File: src/rtl/data_2_tx.sv
// data_2_tx: serial transmit path with a one-byte holding buffer, LSB-first shifting
// paced by bit_strobe. Optional bit stuffing is enabled by defining BIT_STUFF_EN.
module data_2_tx #(
  parameter int NUM_BITS = 8
) (
  input  logic                clk,
  input  logic                n_rst,
  input  logic                bit_strobe,
  input  logic                clear,
  input  logic                load_en,
  input  logic [NUM_BITS-1:0] tx_data,
  output logic                tx_ready,
  output logic                tx_busy,
  output logic                serial_out,
  output logic                byte_sent
);

  localparam int CW = (NUM_BITS > 1) ? $clog2(NUM_BITS) : 1;
  localparam logic [CW-1:0] LAST_BIT = CW'(NUM_BITS - 1);
  localparam logic [1:0] IDLE  = 2'd0;
  localparam logic [1:0] SHIFT = 2'd1;
`ifdef BIT_STUFF_EN
  localparam logic [1:0] STUFF = 2'd2;
`endif

  logic [1:0]          state_q, state_d;
  logic [NUM_BITS-1:0] hold_q, hold_d;
  logic                full_q, full_d;
  logic [NUM_BITS-1:0] sr_q, sr_d;
  logic [CW-1:0]       cnt_q, cnt_d;
  logic                serial_q, serial_d;
  logic                busy_q, busy_d;
  logic                ready_q, ready_d;
  logic                sent_q, sent_d;
  logic                accept_s;
  logic                reload_s;
`ifdef BIT_STUFF_EN
  logic [2:0]          ones_q, ones_d;
  logic                stuff_last_q, stuff_last_d;
`endif

  // Next-state logic: clear dominates, then per-state shifting and byte hand-over.
  always_comb begin
    state_d  = state_q;
    hold_d   = hold_q;
    full_d   = full_q;
    sr_d     = sr_q;
    cnt_d    = cnt_q;
    sent_d   = 1'b0;
    reload_s = 1'b0;
    accept_s = load_en && !full_q;
`ifdef BIT_STUFF_EN
    ones_d       = ones_q;
    stuff_last_d = stuff_last_q;
`endif
    if (clear) begin
      state_d = IDLE;
      full_d  = 1'b0;
      cnt_d   = {CW{1'b0}};
`ifdef BIT_STUFF_EN
      ones_d       = 3'd0;
      stuff_last_d = 1'b0;
`endif
    end else begin
      case (state_q)
        IDLE: begin
          if (accept_s) begin
            sr_d    = tx_data;
            cnt_d   = {CW{1'b0}};
            state_d = SHIFT;
          end else begin
            state_d = IDLE;
          end
        end
        SHIFT: begin
          if (accept_s) begin
            hold_d = tx_data;
            full_d = 1'b1;
          end else begin
            hold_d = hold_q;
          end
          if (bit_strobe) begin
            if (cnt_q == LAST_BIT) begin
              sent_d = 1'b1;
            end else begin
              sr_d  = sr_q >> 1;
              cnt_d = cnt_q + CW'(1);
            end
`ifdef BIT_STUFF_EN
            ones_d = sr_q[0] ? (ones_q + 3'd1) : 3'd0;
            // Six ones in a row: insert a zero, remembering whether the byte is done.
            if (ones_d == 3'd6) begin
              state_d      = STUFF;
              ones_d       = 3'd0;
              stuff_last_d = (cnt_q == LAST_BIT);
            end else begin
              reload_s = (cnt_q == LAST_BIT);
            end
`else
            reload_s = (cnt_q == LAST_BIT);
`endif
          end else begin
            reload_s = 1'b0;
          end
        end
`ifdef BIT_STUFF_EN
        STUFF: begin
          if (accept_s) begin
            hold_d = tx_data;
            full_d = 1'b1;
          end else begin
            hold_d = hold_q;
          end
          if (bit_strobe) begin
            state_d  = SHIFT;
            reload_s = stuff_last_q;
          end else begin
            reload_s = 1'b0;
          end
        end
`endif
        default: state_d = IDLE;
      endcase
      // End of a byte: buffered byte first, then a same-cycle load, else go idle.
      if (reload_s) begin
        cnt_d = {CW{1'b0}};
        if (full_q) begin
          sr_d   = hold_q;
          full_d = 1'b0;
        end else if (load_en) begin
          sr_d   = tx_data;
          full_d = 1'b0;
        end else begin
          state_d = IDLE;
`ifdef BIT_STUFF_EN
          ones_d = 3'd0;
`endif
        end
      end else begin
        cnt_d = cnt_d;
      end
    end
    case (state_d)
      SHIFT:   serial_d = sr_d[0];
`ifdef BIT_STUFF_EN
      STUFF:   serial_d = 1'b0;
`endif
      default: serial_d = 1'b1;
    endcase
    busy_d  = (state_d != IDLE);
    ready_d = !full_d;
  end

  // State and output registers with synchronous active-low reset.
  always_ff @(posedge clk) begin
    if (!n_rst) begin
      state_q  <= IDLE;
      hold_q   <= {NUM_BITS{1'b0}};
      full_q   <= 1'b0;
      sr_q     <= {NUM_BITS{1'b0}};
      cnt_q    <= {CW{1'b0}};
      serial_q <= 1'b1;
      busy_q   <= 1'b0;
      ready_q  <= 1'b1;
      sent_q   <= 1'b0;
`ifdef BIT_STUFF_EN
      ones_q       <= 3'd0;
      stuff_last_q <= 1'b0;
`endif
    end else begin
      state_q  <= state_d;
      hold_q   <= hold_d;
      full_q   <= full_d;
      sr_q     <= sr_d;
      cnt_q    <= cnt_d;
      serial_q <= serial_d;
      busy_q   <= busy_d;
      ready_q  <= ready_d;
      sent_q   <= sent_d;
`ifdef BIT_STUFF_EN
      ones_q       <= ones_d;
      stuff_last_q <= stuff_last_d;
`endif
    end
  end

  assign serial_out = serial_q;
  assign tx_busy    = busy_q;
  assign tx_ready   = ready_q;
  assign byte_sent  = sent_q;

endmodule

File: config.mk
export PLATFORM = sky130hd
export DESIGN_NAME = data_2_tx
export DESIGN_NICKNAME = d
export VERILOG_FILES = /design/src/rtl/data_2_tx.sv
export SDC_FILE = /design/constraint.sdc
export NUM_CORES = 1
export LEC_CHECK = 0
export CAP_MARGIN = 40
export CORE_MARGIN = 8
export CORE_UTILIZATION = 40
export DETAILED_ROUTE_END_ITERATION = 7
export DONT_BUFFER_PORTS = 1
export PLACE_DENSITY = 0.57
export SLEW_MARGIN = 25
export SYNTH_ARGS = -nofsm -noshare
export SYNTH_HDL_FRONTEND = slang
export SYNTH_SLANG_ARGS = --single-unit
File: constraint.sdc
create_clock -name clk -period 2.8 [get_ports clk]
set_clock_uncertainty 0.05 [all_clocks]
set_input_delay 0.84 -clock clk [delete_from_list [all_inputs] [get_ports clk]]
set_output_delay 0.84 -clock clk [all_outputs]
set_load 0.005 [all_outputs]
==> results.tsv, run 1 <==
stage	metric	value	unit
outcome	status	finished, final reports clean	
cts	TritonCTS buffer count	3	
critical_path	biggest fanout along the worst timing path	8	
power	pwr dens	437	nW/um2
final_layout	share of final-layout standard cells stronger than drive strength 1	7.38	%
cts	Clock Sinks	26	
critical_path	worst setup path end	serial_out	
flow_run	number of max-cap violations	0	
timing	Slew Viols, Final	0	
detailed_routing	total via count in the routed design	1082	
detailed_routing	average vias per placed instance	5.55	
detailed_routing	routed len/inst	16.1	um
grt	total overflow reported by the global router	0	
final_layout	NumNets Final	166	
logic_synthesis	Post-Synthesis Cell Area	1390	um2
critical_path	CP Buf/Inv Count	0	
critical_path	Reg2Reg Capture Point	serial_out	
critical_path	Setup crit end kind	register	
critical_path	CP cell instances	ha_1 -> ha_1 -> and4bb_4 -> o21bai_1 -> a221oi_2 -> o21ai_1	
die	die outline width	75.0	um
placement	final estimated routing congestion in global placement	0.805	
detailed_routing	total detailed-routing wirelength	3130	um
detailed_routing	total iterations of the first detailed-routing run	4	
grt	number of global-route vias before repair	1044	
final_layout	Post-Route Utilization	42.7	%
logic_synthesis	part of the Yosys area used for sequential elements	37.4	%
cts	total number of H-tree levels	1	
cts	post-CTS resize count	0	
cts	cell chosen for the clock root	clkbuf_4	
logic_synthesis	Syn Inst Count	155	
logic_synthesis	number of synthesized flops with an enable pin	0	
power	Leakage	0.000559	uW
critical_path	most used cell along the critical path	ha_1	
timing	final hold violations	0	
detailed_routing	1st-iter DRT viols	117	
grt	global-route wire length before repair	5100	um
logic_synthesis	register bit count reported by yosys	26	
cts	CTS clock-pin slew for the worst setup and hold paths	150	ps
critical_path	critical path depth in cells	6	
timing	setup violation total in the final timing report	0	
timing	Slew Limit Headroom	54.2	%
grt	met3 usage	4.26	%
cts	clock latency on the worst-skew pair	320	ps
critical_path	Slowest Stage Delay on Critical Path	430	ps
placement	Final HPWL DP	2270	um
cts	hold buffers post-CTS	0	
power	Worst VDD drop	0.175	mV
die	initial core utilization	41.7	%
timing	maximum clock frequency	486	MHz
critical_path	startpoint of the worst-slack reg-to-reg timing path	cnt_q[0]	
cts	number of setup buffers added after CTS	0	
die	Ports	17	
critical_path	type of the worst setup path	register to register	
critical_path	data required time at the worst endpoint	2960	ps
cts	maximum count of clock buffers along a single path	2	
placement	port bufs	0	
logic_synthesis	Synth Area per Inst	8.98	um2
critical_path	startpoint type of the worst setup path	register	
grt	layer with the highest usage	met2	
timing	share of the cycle needed by the critical path after routing	73.5	%
die	floorplan die area	5630	um2
timing	unrepaired setup endpoints after global routing	false	
die	floorplan core area	3340	um2
detailed_routing	DRC violation count after routing	0	
timing	TNS Setup	0	ps
timing	shortest clock period the worst path allows after layout	2060	ps
final_layout	count of filler cells inserted in the layout	335	
worst_hold_path	worst min-delay path class	register to register	
die	number of core rows	21	
critical_path	source of the critical timing path	cnt_q[0]	
grt	Tot GR Track Use	11.5	%
critical_path	Worst Path Arrival	2220	ps
logic_synthesis	net count after synthesis	171	
final_layout	layout overhead on the synthesized area	2.25	%
final_layout	diodes inserted	0	
critical_path	crit path max-delay cell type	and4bb_4	
grt	global routing usage on met1	14.9	%
die	Die Ht	75.0	um
detailed_routing	number of routed nets with antenna violations	0	
logic_synthesis	Ys Warns	0	
grt	pin count of the biggest net entering global routing	23	
logic_synthesis	Synth async-reset ratio	0	%
cts	TritonCTS clock tree	yes	
critical_path	dominant delay contributor by cell family on the critical path	compound AO/OA/AOI/OAI gates	
timing	worst-margin pin slew	686	ps
critical_path	Reg2Reg Setup Slack	740	ps
logic_synthesis	Distinct cells, synth	44	
grt	initial antenna violation count	0	
grt	GR Util met2	17.6	%
critical_path	reg2reg path depth	6	
logic_synthesis	most instantiated flip-flop cell in the synthesis netlist	dfxtp_1	
[report_power, final]
part           switching [uW]  leakage, uW  internal [uW]  total [uW]
Clock                     115    0.0000210           79.5         195
Sequential               6.39     0.000211            377         384
Combinational            21.0     0.000327           22.6        43.6
[sequential cells by signal (all words and copies together), names as in the netlist]
| name | count |
|---|---|
| sr_q | 8 |
| hold_q | 8 |
| cnt_q | 3 |
| serial_out | 1 |
| state_q | 2 |
| tx_busy | 1 |
| byte_sent | 1 |
| full_q | 1 |
| tx_ready | 1 |
[final cells by class]
cell class                 count  area [um2]  share of cell area [%]
clock buffer                   4        36.3                    2.55
inverter                       4        15.0                    1.05
multi-input combinational    114         787                    55.3
sequential                    26         520                    36.6
tap                           46        57.6                    4.04
timing repair buffer           1        7.51                   0.527
[tightest hold or removal path: stages, from the launching register on]
cell     delay [ps]
dfxtp_1         340
nand2_1          50
a21oi_1          60
[Yosys cell counts, types with 2 or more instances]
cell type | n | area share [%]
dfxtp_1 | 26 | 37
o21ai_1 | 2 | 0.72
nand2_1 | 12 | 3.2
clkbuf_1 | 3 | 0.81
mux2i_1 | 9 | 6.5
a32oi_1 | 2 | 1.3
a31oi_1 | 2 | 0.90
o211ai_1 | 2 | 1.1
o21ai_0 | 8 | 2.9
nor2_1 | 13 | 3.5
buf_6 | 3 | 2.4
nand2b_1 | 2 | 0.90
a21oi_1 | 9 | 3.2
nor2b_1 | 13 | 5.8
a22oi_1 | 5 | 2.7
nand3b_1 | 2 | 1.1
ha_1 | 3 | 2.7
a211oi_1 | 2 | 1.1
buf_2 | 5 | 1.8
and3b_1 | 2 | 1.3
a21o_1 | 3 | 1.6
inv_1 | 4 | 1.1
and3_1 | 2 | 0.90
[routing by layer]
| layer | vias up | wire [um] |
|---|---|---|
| met5 | - | 0 |
| met4 | 0 | 14 |
| met3 | 2 | 242 |
| met2 | 21 | 1370 |
| met1 | 512 | 1500 |
| li1 | 547 | - |
[layout by cell type, fill, tap and decap left out, types with 2 or more instances in the layout]
| cell | Yosys | final |
|---|---|---|
| a211oi_1 | 2 | 2 |
| a21o_1 | 3 | 3 |
| a21oi_1 | 9 | 9 |
| a22oi_1 | 5 | 5 |
| a31oi_1 | 2 | 2 |
| a32oi_1 | 2 | 2 |
| and3_1 | 2 | 2 |
| and3b_1 | 2 | 2 |
| clkbuf_4 | 0 | 3 |
| dfxtp_1 | 26 | 26 |
| ha_1 | 3 | 3 |
| inv_1 | 4 | 4 |
| mux2i_1 | 9 | 9 |
| nand2_1 | 12 | 12 |
| nand2b_1 | 2 | 2 |
| nand3b_1 | 2 | 2 |
| nor2_1 | 13 | 13 |
| nor2b_1 | 13 | 13 |
| o211ai_1 | 2 | 2 |
| o21ai_0 | 8 | 8 |
| o21ai_1 | 2 | 2 |
[kinds of logic after synthesis]
logic type | share of synthesized area, %
buffers and inverters | 6.11
AND/OR/NAND/NOR | 24.9
AO/OA/AOI/OAI | 22.2
flip-flops | 37.4
adder cells (fa/ha/maj) | 2.70
other | 0.269
multiplexers | 6.47
[through the flow]
stage | area, um2 | hold WS (ps) | cells | setup slack, ps | power (uW)
2_1_floorplan | 1390 | 384 | 155 | 904 | 434
3_3_place_gp | 1390 | 398 | 191 | 710 | 434
3_5_place_dp | 1390 | 405 | 191 | 690 | 435
4_1_cts | 1420 | 426 | 195 | 723 | 626
5_1_grt | 1420 | 460 | 195 | 607 | 647
6_report | 1420 | 427 | 195 | 742 | 622
[how the worst min path moves through the flow]
stage / from / end / slack (ps) / cells after the start
after floorplan: sr_q[3] / sr_q[3] / 380 / 2
after global placement: sr_q[1] / sr_q[1] / 400 / 2
after detailed placement: sr_q[1] / sr_q[1] / 410 / 2
after CTS: sr_q[1] / sr_q[1] / 430 / 2
after global routing: sr_q[1] / sr_q[1] / 460 / 2
final: sr_q[1] / sr_q[1] / 430 / 2
(Power assumes the default switching activity.)
==> run 2: changes to the inputs <==
--- a/config.mk
+++ b/config.mk
@@ -10,7 +10,7 @@
 export CORE_UTILIZATION = 40
 export DETAILED_ROUTE_END_ITERATION = 7
 export DONT_BUFFER_PORTS = 1
-export PLACE_DENSITY = 0.57
+export PLACE_DENSITY = 0.59
 export SLEW_MARGIN = 25
 export SYNTH_ARGS = -nofsm -noshare
 export SYNTH_HDL_FRONTEND = slang
==> constraint.sdc (replaced) <==
create_clock -name clk -period 1.8 [get_ports clk]
set_clock_uncertainty 0.05 [all_clocks]
set_input_delay 0.54 -clock clk [delete_from_list [all_inputs] [get_ports clk]]
set_output_delay 0.54 -clock clk [all_outputs]
set_load 0.005 [all_outputs]
==> run 2 against run 1 <==
Compared with the run above: sequential cell count unchanged; die area unchanged; count of clock-buffer cells in the layout is 1 lower; utilization grew 4.1 points; critical path depth did not move; non-clock buffer count rose by 11; cell count increased by 5.6%; total power increased by 74%.
==> results.tsv, run 2 (synthesis gave the netlist of run 1 again) <==
stage	metric	value	unit
outcome	status	finished, final reports clean	
timing	share of the cycle needed by the critical path after routing	96.9	%
die	Ports	17	
grt	pin count of the biggest net entering global routing	20	
power	Leakage	0.000617	uW
placement	Final HPWL DP	2370	um
detailed_routing	detailed route wirelength on metal2	1600	um
grt	initial antenna violation count	0	
critical_path	Worst Path Arrival	1920	ps
placement	post-placement cell count	199	
critical_path	type of the worst setup path	register to register	
final_layout	registers with the highest flip-flop counts	hold_q: 8 flops, sr_q: 8 flops, cnt_q: 3 flops	
critical_path	startpoint of the worst-slack reg-to-reg timing path	cnt_q[0]	
cts	CTS clock-pin slew for the worst setup and hold paths	150	ps
die	number of core rows	21	
detailed_routing	number of routed nets with antenna violations	0	
power	proportion of total power due to net switching	21.3	%
die	Die Ht	75.0	um
critical_path	data required time at the worst endpoint	1980	ps
die	floorplan die area	5630	um2
cts	Clock Sinks	26	
worst_hold_path	number of cells on the worst hold path	2	
final_layout	most common library cell in the layout ignoring fill and taps	dfxtp_1	
critical_path	startpoint type of the worst setup path	register	
critical_path	Reg2Reg Setup Slack	60	ps
final_layout	layout overhead on the synthesized area	12.1	%
timing	final hold violations	0	
detailed_routing	Metal-1 WL	1460	um
critical_path	reg2reg path depth	6	
worst_hold_path	hold worst-path end	sr_q[3]	
timing	TNS Setup	0	ps
power	sequential share of power	55.1	%
timing	Slew Viols, Final	0	
cts	cell chosen for the clock root	clkbuf_4	
grt	number of global-route vias before repair	1131	
final_layout	share of final-layout standard cells stronger than drive strength 1	18.1	%
critical_path	biggest fanout along the worst timing path	4	
cts	total number of H-tree levels	1	
cts	TritonCTS buffer count	3	
critical_path	Setup crit end kind	register	
final_layout	count of placed standard cells in the final layout, fillers left out	206	
cts	maximum count of clock buffers along a single path	2	
worst_hold_path	worst min-delay path class	primary input to register	
final_layout	NumNets Final	177	
final_layout	count of filler cells inserted in the layout	328	
detailed_routing	DRC violation count after routing	0	
final_layout	diodes inserted	0	
detailed_routing	total detailed-routing wirelength	3310	um
cts	clock latency on the worst-skew pair	330	ps
power	combinational share of power	7.0	%
timing	setup violation total in the final timing report	0	
detailed_routing	routed len/inst	16.1	um
detailed_routing	total via count in the routed design	1149	
power	Worst VDD drop	0.284	mV
detailed_routing	met3 wire len	222	um
power	pwr dens	694	nW/um2
timing	unrepaired setup endpoints after global routing	false	
die	die outline width	75.0	um
power	design internal power	853	uW
final_layout	most used cells in the layout excluding fill and tap cells	24 x dfxtp_1, 13 x nor2_1, 13 x nor2b_1, 12 x nand2_1, 12 x buf_4	
power	clock share of power	37.9	%
critical_path	Reg2Reg Capture Point	sr_q[7]	
detailed_routing	total iterations of the first detailed-routing run	4	
placement	port bufs	0	
placement	final estimated routing congestion in global placement	0.824	
grt	total overflow reported by the global router	0	
detailed_routing	uppermost signal routing layer after detailed routing	met4	
die	initial core utilization	41.7	%
timing	maximum clock frequency	574	MHz
detailed_routing	1st-iter DRT viols	83	
worst_hold_path	startpoint of the tightest hold check path	n_rst	
power	Psw	231	uW
cts	hold buffers post-CTS	0	
detailed_routing	average vias per placed instance	5.58	
grt	Tot GR Track Use	12.5	%
timing	shortest clock period the worst path allows after layout	1740	ps
flow_run	number of max-cap violations	0	
die	floorplan core area	3340	um2
grt	global-route wire length before repair	5410	um
cts	TritonCTS clock tree	yes	
run 2: cell types whose count changed in the layout (fill, tap and decap cells not counted), moves of 2 or more:
cell and change:
buf_4 +11, dfxtp_1 -2, dfxtp_2 +2, ha_1 -2
run 2: how the worst max path moves through the flow:
stage	start	endpoint	slack [ps]	cells after the start
final	cnt_q[0]	sr_q[7]	60	6
after global routing	cnt_q[0]	sr_q[7]	0.6	6
after CTS	cnt_q[0]	sr_q[7]	1	6
after detailed placement	cnt_q[0]	serial_out	6	6
after global placement	cnt_q[0]	sr_q[7]	70	6
after floorplan	cnt_q[0]	sr_q[7]	20	7
run 2: layer usage:
layer  vias up  track usage (%)
met2        25             20.9
met1       553             14.8
met5         -                0
met3         2             3.33
li1        569                -
met4         0             4.35
run 2: timing repair:
item	4_1_cts	5_1_grt
resized for setup	0	7
setup endpoints to repair	1	5
pin swaps	1	1
setup buffers	0	3
run 2: cell type report:
class	instances	area [um2]	area share, %
multi-input cells	114	823	52.7
well taps	46	57.6	3.69
clock inverters	1	30.0	1.92
clock buffers	3	22.5	1.44
inverters	4	15.0	0.962
flip-flops and latches	26	523	33.5
repair buffers	12	90.1	5.77
run 2: power by group through the flow:
stage               Sequential, uW  Clock (uW)  Combinational [uW]
finish                         598         411                75.6
global route                   600         444                83.2
detailed placement             609           0                72.9
CTS                            597         422                73.4
floorplan                      605           0                72.4
global placement               609           0                71.8
run 2: per-stage QoR:
stage               setup slack, ps  area, um2  utilization (%)  power (uW)  hold slack (ps)
detailed placement             5.70       1460             43.8         682              406
CTS                            1.03       1510             45.4        1090              263
finish                         56.4       1560             46.8        1080              277
global route                  0.553       1560             46.8        1130              255
floorplan                      20.7       1410                -         677              384
global placement               65.5       1460             43.8         681              409
run 2: worst max-delay path, cell delays in order (launching register included):
cell,delay [ps]
dfxtp_2,350
ha_2,200
ha_4,160
and4bb_4,370
or3b_1,130
a21oi_2,50
o311a_1,330
